### config.mk
export PLATFORM = sky130hd
export DESIGN_NAME = barrel_rotl_pipe
export DESIGN_NICKNAME = d
export VERILOG_FILES = /design/src/rtl/barrel_pkg.sv /design/src/rtl/barrel_rotl_pipe_stage.sv /design/src/rtl/barrel_rotl_pipe.sv
export SDC_FILE = /design/constraint.sdc
export NUM_CORES = 1
export LEC_CHECK = 0
export CAP_MARGIN = 20
export CORE_AREA = 2 2 60 62
export CTS_BUF_LIST = sky130_fd_sc_hd__clkbuf_2
export CTS_CLUSTER_SIZE = 20
export DETAILED_ROUTE_END_ITERATION = 7
export DIE_AREA = 0 0 62 64
export HOLD_SLACK_MARGIN = 0.08
export PLACE_DENSITY_LB_ADDON = 0.05
export SYNTH_ARGS = -nofsm -noshare
export SYNTH_HDL_FRONTEND = slang
export SYNTH_SLANG_ARGS = --single-unit
### constraint.sdc
create_clock -name clk -period 1.25 [get_ports clk]
set_clock_uncertainty 0.1 [all_clocks]
set_input_delay 0.25 -clock clk [delete_from_list [all_inputs] [get_ports clk]]
set_output_delay 0.25 -clock clk [all_outputs]
set_load 0.05 [all_outputs]
### src/rtl/barrel_pkg.sv
// barrel_pkg -- shared definitions for the pipelined left-rotate barrel shifter.
//
// Contents:
//   BRL_W / BRL_LG  default data width and the matching stage count / amount width
//   brl_payload_t   payload carried by one pipeline stage {data, amt[, mode]}
//   rotl_n()        golden left-rotate for a BRL_W-bit word
//   lsl_n()         golden logical shift left (zero fill) for a BRL_W-bit word
//
// Optional build macro: BARREL_SHIFT_MODE_EN adds the mode bit to the payload.
package barrel_pkg;

  localparam int BRL_W  = 8;
  localparam int BRL_LG = $clog2(BRL_W);

  typedef struct packed {
    logic [BRL_W-1:0]  data;
    logic [BRL_LG-1:0] amt;
`ifdef BARREL_SHIFT_MODE_EN
    logic              mode;
`endif
  } brl_payload_t;

  // Rotate left by n (taken modulo the width). A shift by the full width
  // yields zero, so n = 0 correctly returns the word unchanged.
  function automatic logic [BRL_W-1:0] rotl_n(input logic [BRL_W-1:0] data,
                                               input int unsigned     n);
    int unsigned s;
    s = n % BRL_W;
    return (data << s) | (data >> (BRL_W - s));
  endfunction

  // Logical shift left with zero fill (n modulo the width).
  function automatic logic [BRL_W-1:0] lsl_n(input logic [BRL_W-1:0] data,
                                              input int unsigned     n);
    return data << (n % BRL_W);
  endfunction

endpackage

### src/rtl/barrel_rotl_pipe_stage.sv
// rotl_stage -- one registered stage of the left-rotate barrel pipeline.
//
// Stage K conditionally rotates its predecessor's word left by 2^K when bit K
// of the carried amount is set, and registers {valid, data, amt[, mode]}.
// The load enable (ld) is the stage's slot in the ready chain computed by the
// top: when ld = 1 the stage captures its predecessor (including its valid),
// otherwise it holds.
//
// Ports:
//   clk, reset        clock; asynchronous active-high reset (clears all state)
//   ld                capture predecessor this cycle
//   prev_valid/data/amt[/mode]  predecessor stage (or the input port for K = 0)
//   valid/data/amt[/mode]       registered outputs of this stage
//
// Optional build macro: BARREL_SHIFT_MODE_EN (mode = 1 zero-fills instead of
// wrapping the bits shifted out).
module rotl_stage #(
  parameter int W  = 8,
  parameter int LG = $clog2(W),
  parameter int K  = 0
) (
  input  logic          clk,
  input  logic          reset,
  input  logic          ld,
  input  logic          prev_valid,
  input  logic [W-1:0]  prev_data,
  input  logic [LG-1:0] prev_amt,
`ifdef BARREL_SHIFT_MODE_EN
  input  logic          prev_mode,
  output logic          mode,
`endif
  output logic          valid,
  output logic [W-1:0]  data,
  output logic [LG-1:0] amt
);

  localparam int S = 1 << K;

  logic          valid_q, valid_d;
  logic [W-1:0]  data_q, data_d;
  logic [LG-1:0] amt_q, amt_d;
  logic [W-1:0]  moved, wrapped;
`ifdef BARREL_SHIFT_MODE_EN
  logic          mode_q, mode_d;
`endif

  always_comb begin
    valid_d = valid_q;
    data_d  = data_q;
    amt_d   = amt_q;
`ifdef BARREL_SHIFT_MODE_EN
    mode_d  = mode_q;
`endif
    // Split the rotate into the shifted part and the wrapped-around top bits
    // so shift mode only has to drop the wrapped part.
    moved   = prev_data << S;
    wrapped = prev_data >> (W - S);
`ifdef BARREL_SHIFT_MODE_EN
    if (prev_mode) begin
      wrapped = '0;
    end
`endif
    if (ld) begin
      valid_d = prev_valid;
      amt_d   = prev_amt;
      data_d  = prev_amt[K] ? (moved | wrapped) : prev_data;
`ifdef BARREL_SHIFT_MODE_EN
      mode_d  = prev_mode;
`endif
    end
  end

  always_ff @(posedge clk or posedge reset) begin
    if (reset) begin
      valid_q <= 1'b0;
      data_q  <= '0;
      amt_q   <= '0;
`ifdef BARREL_SHIFT_MODE_EN
      mode_q  <= 1'b0;
`endif
    end else begin
      valid_q <= valid_d;
      data_q  <= data_d;
      amt_q   <= amt_d;
`ifdef BARREL_SHIFT_MODE_EN
      mode_q  <= mode_d;
`endif
    end
  end

  assign valid = valid_q;
  assign data  = data_q;
  assign amt   = amt_q;
`ifdef BARREL_SHIFT_MODE_EN
  assign mode  = mode_q;
`endif

endmodule

### src/rtl/barrel_rotl_pipe.sv
// barrel_rotl_pipe -- pipelined left-rotate barrel shifter with valid/ready
// handshakes on both sides.
//
// LG = log2(W) registered stages; stage k rotates by 2^k when amt bit k is
// set. Latency is LG cycles, throughput one word per cycle, and any empty
// stage accepts data even when the output is stalled (bubbles collapse).
//
// Ports:
//   clk        system clock, rising edge
//   reset      asynchronous active-high reset; empties the pipeline
//   in_valid   producer has a word          in_ready   word accepted this cycle
//   in_data    word to rotate               in_amt     left-rotate amount
//   in_mode    (BARREL_SHIFT_MODE_EN only) 1 = logical shift left, 0 = rotate
//   out_valid  out_data is valid            out_ready  consumer accepts
//   out_data   rotated word
//
// Optional build macro: BARREL_SHIFT_MODE_EN adds in_mode; without it the
// block always rotates. Latency and handshake are the same in both builds.
module barrel_rotl_pipe
  import barrel_pkg::*;
#(
  parameter  int W  = BRL_W,
  localparam int LG = $clog2(W)
) (
  input  logic          clk,
  input  logic          reset,
  input  logic          in_valid,
  output logic          in_ready,
  input  logic [W-1:0]  in_data,
  input  logic [LG-1:0] in_amt,
`ifdef BARREL_SHIFT_MODE_EN
  input  logic          in_mode,
`endif
  output logic          out_valid,
  input  logic          out_ready,
  output logic [W-1:0]  out_data
);

  // Index 0 is the input port, index k+1 is the output of stage k.
  logic          sv [LG+1];
  logic [W-1:0]  sd [LG+1];
  logic [LG-1:0] sa [LG+1];
`ifdef BARREL_SHIFT_MODE_EN
  logic          sm [LG+1];
`endif

  logic [LG-1:0] v_vec;  // per-stage valid, for the ready chain
  logic [LG-1:0] rdy;    // rdy[k]: stage k loads this cycle

  assign sv[0] = in_valid;
  assign sd[0] = in_data;
  assign sa[0] = in_amt;
`ifdef BARREL_SHIFT_MODE_EN
  assign sm[0] = in_mode;
`endif

  genvar gi;
  generate
    for (gi = 0; gi < LG; gi++) begin : g_stage
      rotl_stage #(
        .W (W),
        .LG(LG),
        .K (gi)
      ) u_stage (
        .clk       (clk),
        .reset     (reset),
        .ld        (rdy[gi]),
        .prev_valid(sv[gi]),
        .prev_data (sd[gi]),
        .prev_amt  (sa[gi]),
`ifdef BARREL_SHIFT_MODE_EN
        .prev_mode (sm[gi]),
        .mode      (sm[gi+1]),
`endif
        .valid     (sv[gi+1]),
        .data      (sd[gi+1]),
        .amt       (sa[gi+1])
      );
      assign v_vec[gi] = sv[gi+1];
    end
  endgenerate

  // Ready ripples back from the consumer: a stage can load if it is empty or
  // if the stage after it is moving on this same edge.
  always_comb begin
    logic r;
    rdy = '0;
    r   = out_ready;
    for (int k = LG - 1; k >= 0; k--) begin
      r      = ~v_vec[k] | r;
      rdy[k] = r;
    end
  end

  assign in_ready  = rdy[0];
  assign out_valid = sv[LG];
  assign out_data  = sd[LG];

  // The amount (and mode) leaving the last stage has no further consumer.
`ifdef BARREL_SHIFT_MODE_EN
  wire unused_tail = ^{sa[LG], sm[LG]};
`else
  wire unused_tail = ^sa[LG];
`endif

endmodule

==> results of run 1 <==
synth_stat cells (all sizes together):
master	instances	area share
nand4b	1	0.015
buf	6	0.039
inv	1	0.0024
dfrtp	30	0.49
mux2	51	0.43
nand2b	4	0.016
nand3b	1	0.0049
timing repair:
action,in CTS,in global routing
endpoints found under the hold margin,0,3
pin swaps,1,1
buffers inserted,8,1
hold buffers,0,1
setup endpoints to repair,35,39
cloned,1,0
gates resized for setup,9,1
routing by layer:
| layer | part of all wire | routed length [um] | up-vias | global-route usage |
|---|---|---|---|---|
| met3 | 0.047 | 123 | 2 | 0.0506 |
| met4 | 0.0069 | 18 | 0 | 0.0638 |
| li1 | - | - | 428 | - |
| met1 | 0.43 | 1120 | 438 | 0.191 |
| met2 | 0.51 | 1340 | 25 | 0.253 |
| met5 | 0 | 0 | - | 0 |
critical path, stage by stage:
cell	delay (ns)
clkdlybuf4s50_1	0.44
nand4b_4	0.19
buf_6	0.14
buf_12	0.14
state kept, by name, indices dropped and copies added, names as in the netlist:
name,flops
g_stage.u_stage.data,24
g_stage.u_stage.amt,3
g_stage.u_stage.valid,3
power breakdown:
part	internal (mW)	total (mW)	leakage, nW	switching (mW)
sequential	1.18	1.41	0.345	0.228
clock	0.138	0.444	0.0304	0.306
combinational	0.999	1.63	0.663	0.630
final cells by class:
| type | instances | area, sq um | share of cell area |
|---|---|---|---|
| Sequential cell | 30 | 753 | 0.345 |
| Inverter | 1 | 3.75 | 0.00172 |
| Multi-Input combinational cell | 57 | 751 | 0.344 |
| Tap cell | 46 | 57.6 | 0.0263 |
| Clock inverter | 2 | 8.76 | 0.00401 |
| Clock buffer | 6 | 30.0 | 0.0137 |
| Timing Repair Buffer | 44 | 581 | 0.266 |
logic make-up after synthesis:
family / after synthesis / synth area share
multiplexers: 51 / 0.434
flip-flops: 30 / 0.488
buffers and inverters: 7 / 0.0415
AND/OR/NAND/NOR: 6 / 0.0366
through the flow:
stage | power (mW) | instance area, sq um | setup WS, ns
4_1_cts | 3.52 | 2160 | -0.275
5_1_grt | 3.69 | 2180 | -0.322
3_3_place_gp | 2.92 | 2010 | -0.418
2_1_floorplan | 2.29 | 1570 | -0.154
3_5_place_dp | 2.96 | 2010 | -0.445
6_report | 3.49 | 2180 | -0.259
worst max path at each step:
stage                     slack [ns]                            startpoint  depth (start not counted)                                endpoint
after floorplan                -0.15  g_stage[2].u_stage.valid$_DFFE_PP0P_                          3   g_stage[0].u_stage.amt[1]$_DFFE_PP0P_
after global placement         -0.42                             in_amt[0]                          4  g_stage[0].u_stage.data[1]$_DFFE_PP0P_
after detailed placement       -0.45                             in_amt[0]                          4  g_stage[0].u_stage.data[5]$_DFFE_PP0P_
after CTS                      -0.28  g_stage[2].u_stage.valid$_DFFE_PP0P_                          3                               out_valid
after global routing           -0.32  g_stage[2].u_stage.valid$_DFFE_PP0P_                          3                               out_valid
final                          -0.26                             out_ready                          4                                in_ready
==> results by group, run 1 <==
Worst hold path
  • Min-delay worst type: in2reg
  • Hold Crit Depth: 2
  • Endpoint, Worst Hold: g_stage[0].u_stage.valid$_DFFE_PP0P_
  • Hold path start: in_valid

Global route
  • Initial antenna violation count: 0
  • Global route overflow: 0
  • Largest net degree at the start of global routing: 31
  • First-pass GRT wire length: 4530 um
  • Vias in the first global route: 991
  • Global-route usage over all layers: 0.158

Layout
  • Commonest non-fill, non-tap cells in the layout: mux2_4, dfrtp_1, mux2_1, buf_12, clkdlybuf4s50_1
  • Ant. Diodes: 0
  • Fin nets: ~150
  • Final Non-Filler Cells: 186
  • Share of cells above drive strength 1: 0.557
  • Area Growth Syn to Fin: 42.0%
  • Filler cells: between 200 and 300
  • Final core occ: 0.665

Timing
  • Slew @ Worst Pin: approximately 0.33 ns
  • Rel. slew slack: 0.780
  • Final hold violation count: 0
  • Min cycle time layout: approximately 1.5 ns
  • Worst hold slack: 0.360 ns
  • Max Freq: between 0.6 and 0.7 GHz
  • Slew Limit Fails: 0
  • Setup violations, final: 37
  • RSZ-0062 raised after global routing: yes
  • Setup tns final: -5.18 ns
  • Final WS setup: -0.259 ns
  • Fin crit share: 1.21

Status
  • Failing checks: negative setup slack
  • Outcome: finished, violations left

CTS
  • CTS max path bufs: 2
  • Sink Count: 30
  • Clk_lat worst skew: 0.34 ns
  • Clock transition at path regs: about 0.14 ns
  • Num CTS Buffers: 5
  • Clk root buf: clkbuf_2
  • H-tree depth: 2
  • CTS tree: yes

Placed design
  • Placer Congestion: about 0.76
  • Port Buffers: 24
  • Inst Count DP: between 150 and 200
  • DP HPWL: 1840 um

Logic synthesis
  • Post-synthesis cell area: about 1500 sq um
  • Ys Warns: 0
  • Sequential element share of the synthesized area: 0.488
  • Cells after Synth: between 90 and 100
  • #FFs+latches synth: 30
  • Post-Synthesis Net Count: ~110
  • Distinct cell type count after synthesis: 10
  • Syn_area_per_cell: 16.4 sq um

Critical path
  • WS Path Type: in2out
  • CP Launch Type: primary input
  • Crit-path max FO: 3
  • Arr. time, crit path: 1.16 ns
  • Setup crit end kind: output pin
  • Worst R2R Path Depth: 5
  • RR Endpoint: g_stage[1].u_stage.data[2]$_DFFE_PP0P_
  • Worst EP required: ~0.90 ns
  • RR Startpoint: g_stage[2].u_stage.valid$_DFFE_PP0P_
  • R2R setup slack: -0.24 ns

Pwr
  • Worst IR Drop VDD: ~600 uV
  • Leakage power: roughly 1.0 nW
  • Pwr per Cell Area: roughly 1600 nW/um^2

Die
  • Die Area: approximately 4000 sq um
  • Top-level I/O count: 25
  • Rows: 21
  • Initial Utilization: 0.469
  • Die W: 62 um
  • Die H: 64 um
  • Core area: around 3300 sq um

Run
  • # Max-Cap Violations: 0

Detailed routing
  • Final WL: approximately 2600 um
  • Wire per inst: about 14 um
  • Iter 0 DRT Violations: 40
  • DRT antenna net count: 0
  • Vias/cell: about 4.8
  • Routed vias: ~900
  • 1st-pass router iterations: 4
  • Residual DRC: 0
Note: power is estimated with default switching activity, not from simulation.
==> run 2: changes to the inputs <==
- CORE_AREA: 2 2 60 62 -> 3 3 61 63
- DIE_AREA: 0 0 62 64 -> 0 0 64 66
==> run 2 against run 1 <==
  * Core utilization rose by 1.3 points
  * Sequential power barely moved
  * Die area rose by 6.5%
  * Clock power rose by 2%
  * Cell count rose by 1.6%
  * Wire length rose by 5.7%
  * Non-clock buffer count rose by 3
  * Global-route usage fell by 0.50 points
  * Cell area rose by 1.9%
  * Critical path depth fell by 1
  * The flow still finishes with violations (negative setup slack)
  * Critical endpoint unchanged
==> results by group, run 2 (synthesis gave the netlist of run 1 again) <==
Status
  • Outcome: finished, violations left
  • Failing checks: negative setup slack

Pwr
  • Pwr per Cell Area: roughly 1600 nW/um^2
  • Power Internal: around 2.4 mW
  • Gate power share: 0.487
  • Clock Power Share: 0.125
  • Seq pwr share: 0.388
  • P_sw: approximately 1.2 mW
  • Leakage power: about 1.1 nW
  • Sw Ratio: 0.330
  • Worst IR Drop VDD: between 700 and 800 uV

Run
  • # Max-Cap Violations: 0

Die
  • Core area: approximately 3300 sq um
  • Top-level I/O count: 25
  • Rows: 21
  • Initial Utilization: 0.469
  • Die W: approximately 64 um
  • Die H: approximately 66 um
  • Die Area: 4220 sq um

Global route
  • Vias in the first global route: 971
  • Initial antenna violation count: 0
  • Largest net degree at the start of global routing: 31
  • Global route overflow: 0
  • Global-route usage over all layers: 0.153
  • First-pass GRT wire length: 4710 um

Timing
  • Min cycle time layout: approximately 1.5 ns
  • Final hold violation count: 0
  • Setup violations, final: 39
  • RSZ-0062 raised after global routing: yes
  • Final WS setup: -0.271 ns
  • Worst hold slack: about 0.12 ns
  • Fin crit share: 1.22
  • Slew @ Worst Pin: between 0.15 and 0.2 ns
  • Slew Limit Fails: 0
  • Max Freq: 0.657 GHz
  • Rel. slew slack: 0.874

Critical path
  • WS Path Type: reg2out
  • Worst R2R Path Depth: 5
  • Worst path slowest cell: dfrtp_2
  • CP Launch Type: flop
  • Crit path largest cell delay: 0.44 ns
  • Worst EP required: 0.90 ns
  • RR Endpoint: g_stage[1].u_stage.data[2]$_DFFE_PP0P_
  • R2R setup slack: -0.25 ns
  • Crit-path max FO: 3
  • Setup crit end kind: output pin
  • Arr. time, crit path: between 1 and 1.5 ns
  • CP cell instances: nand4b_4, buf_6, buf_12
  • RR Startpoint: g_stage[2].u_stage.valid$_DFFE_PP0P_

CTS
  • H-tree depth: 2
  • Clk_lat worst skew: 0.35 ns
  • Clk root buf: clkbuf_2
  • Num CTS Buffers: 5
  • CTS tree: yes
  • Sink Count: 30
  • CTS max path bufs: 2
  • Clock transition at path regs: roughly 0.15 ns

Detailed routing
  • DRT antenna net count: 0
  • Residual DRC: 0
  • Wire per inst: ~15 um
  • Iter 0 DRT Violations: 19
  • Vias/cell: around 4.8
  • 1st-pass router iterations: 3
  • Final WL: 2750 um
  • Routed vias: around 900

Layout
  • Share of cells above drive strength 1: 0.608
  • Area Growth Syn to Fin: 44.6%
  • Commonest non-fill, non-tap cell in the layout: mux2_4
  • Commonest non-fill, non-tap cells in the layout: mux2_4, dfrtp_1, clkdlybuf4s50_1, buf_12, buf_4
  • Filler cells: about 240
  • Fin nets: 157
  • Max reg flops: 24
  • Ant. Diodes: 0
  • Final core occ: 0.678

Placed design
  • Port Buffers: 24
  • DP HPWL: 1880 um
  • Placer Congestion: a little over 0.7

Worst hold path
  • Min-delay worst type: in2async
-- run 2: worst max-delay path by stage --
stage,from,slack (ns),end
after global placement,in_amt[0],-0.44,g_stage[0].u_stage.data[5]$_DFFE_PP0P_
after floorplan,g_stage[2].u_stage.valid$_DFFE_PP0P_,-0.15,g_stage[0].u_stage.amt[1]$_DFFE_PP0P_
after CTS,g_stage[1].u_stage.valid$_DFFE_PP0P_,-0.31,in_ready
final,g_stage[2].u_stage.valid$_DFFE_PP0P_,-0.27,in_ready
after detailed placement,in_amt[0],-0.45,g_stage[0].u_stage.data[0]$_DFFE_PP0P_
after global routing,g_stage[1].u_stage.valid$_DFFE_PP0P_,-0.38,in_ready
-- run 2: routing by layer --
metal | track usage | up-vias | wire [um]
li1 | - | 433 | -
met1 | 0.180 | 435 | 1220
met2 | 0.249 | 25 | 1340
met3 | 0.0527 | 5 | 129
met4 | 0.0728 | 0 | 52
met5 | 0 | - | 0
-- run 2: cell type report --
| cell class | instances | area, sq um | area share |
|---|---|---|---|
| tap | 46 | 57.6 | 0.0259 |
| clock inverter | 2 | 8.76 | 0.00393 |
| inverter | 1 | 3.75 | 0.00169 |
| timing repair buffer | 47 | 606 | 0.272 |
| multi-input combinational | 57 | 766 | 0.344 |
| sequential | 30 | 754 | 0.339 |
| clock buffer | 6 | 30.0 | 0.0135 |
-- run 2: what timing repair did --
item,in CTS,in global routing
endpoints found under the hold margin,0,0
gates resized for setup,15,2
endpoints found under the setup margin,35,37
hold buffers,0,0
buffers inserted,10,5
cloned,1,0
pin swaps,1,1
-- run 2: critical path, delay by kind of cell, from the launching register on --
| kind | cells | cell delay [ns] |
|---|---|---|
| AND/OR/NAND/NOR | 1 | 0.12 |
| flip-flops | 1 | 0.44 |
| buffers and inverters | 2 | 0.28 |
-- run 2: power by group through the flow --
| stage | Clock, mW | Sequential (mW) | Combinational [mW] |
|---|---|---|---|
| detailed placement | 0 | 1.44 | 1.51 |
| floorplan | 0 | 1.68 | 0.609 |
| finish | 0.453 | 1.40 | 1.76 |
| global route | 0.536 | 1.44 | 1.85 |
| CTS | 0.481 | 1.40 | 1.74 |
| global placement | 0 | 1.42 | 1.49 |
-- run 2: per-stage QoR --
stage	cells	instance area (sq um)	setup slack (ns)	setup TNS (ns)	total power, mW
floorplan	94	1570	-0.154	-2.61	2.29
CTS	184	2180	-0.311	-3.77	3.62
detailed placement	165	1990	-0.445	-10.51	2.94
finish	189	2230	-0.271	-6.19	3.61
global route	189	2230	-0.379	-8.67	3.82
global placement	165	1990	-0.439	-10.02	2.91
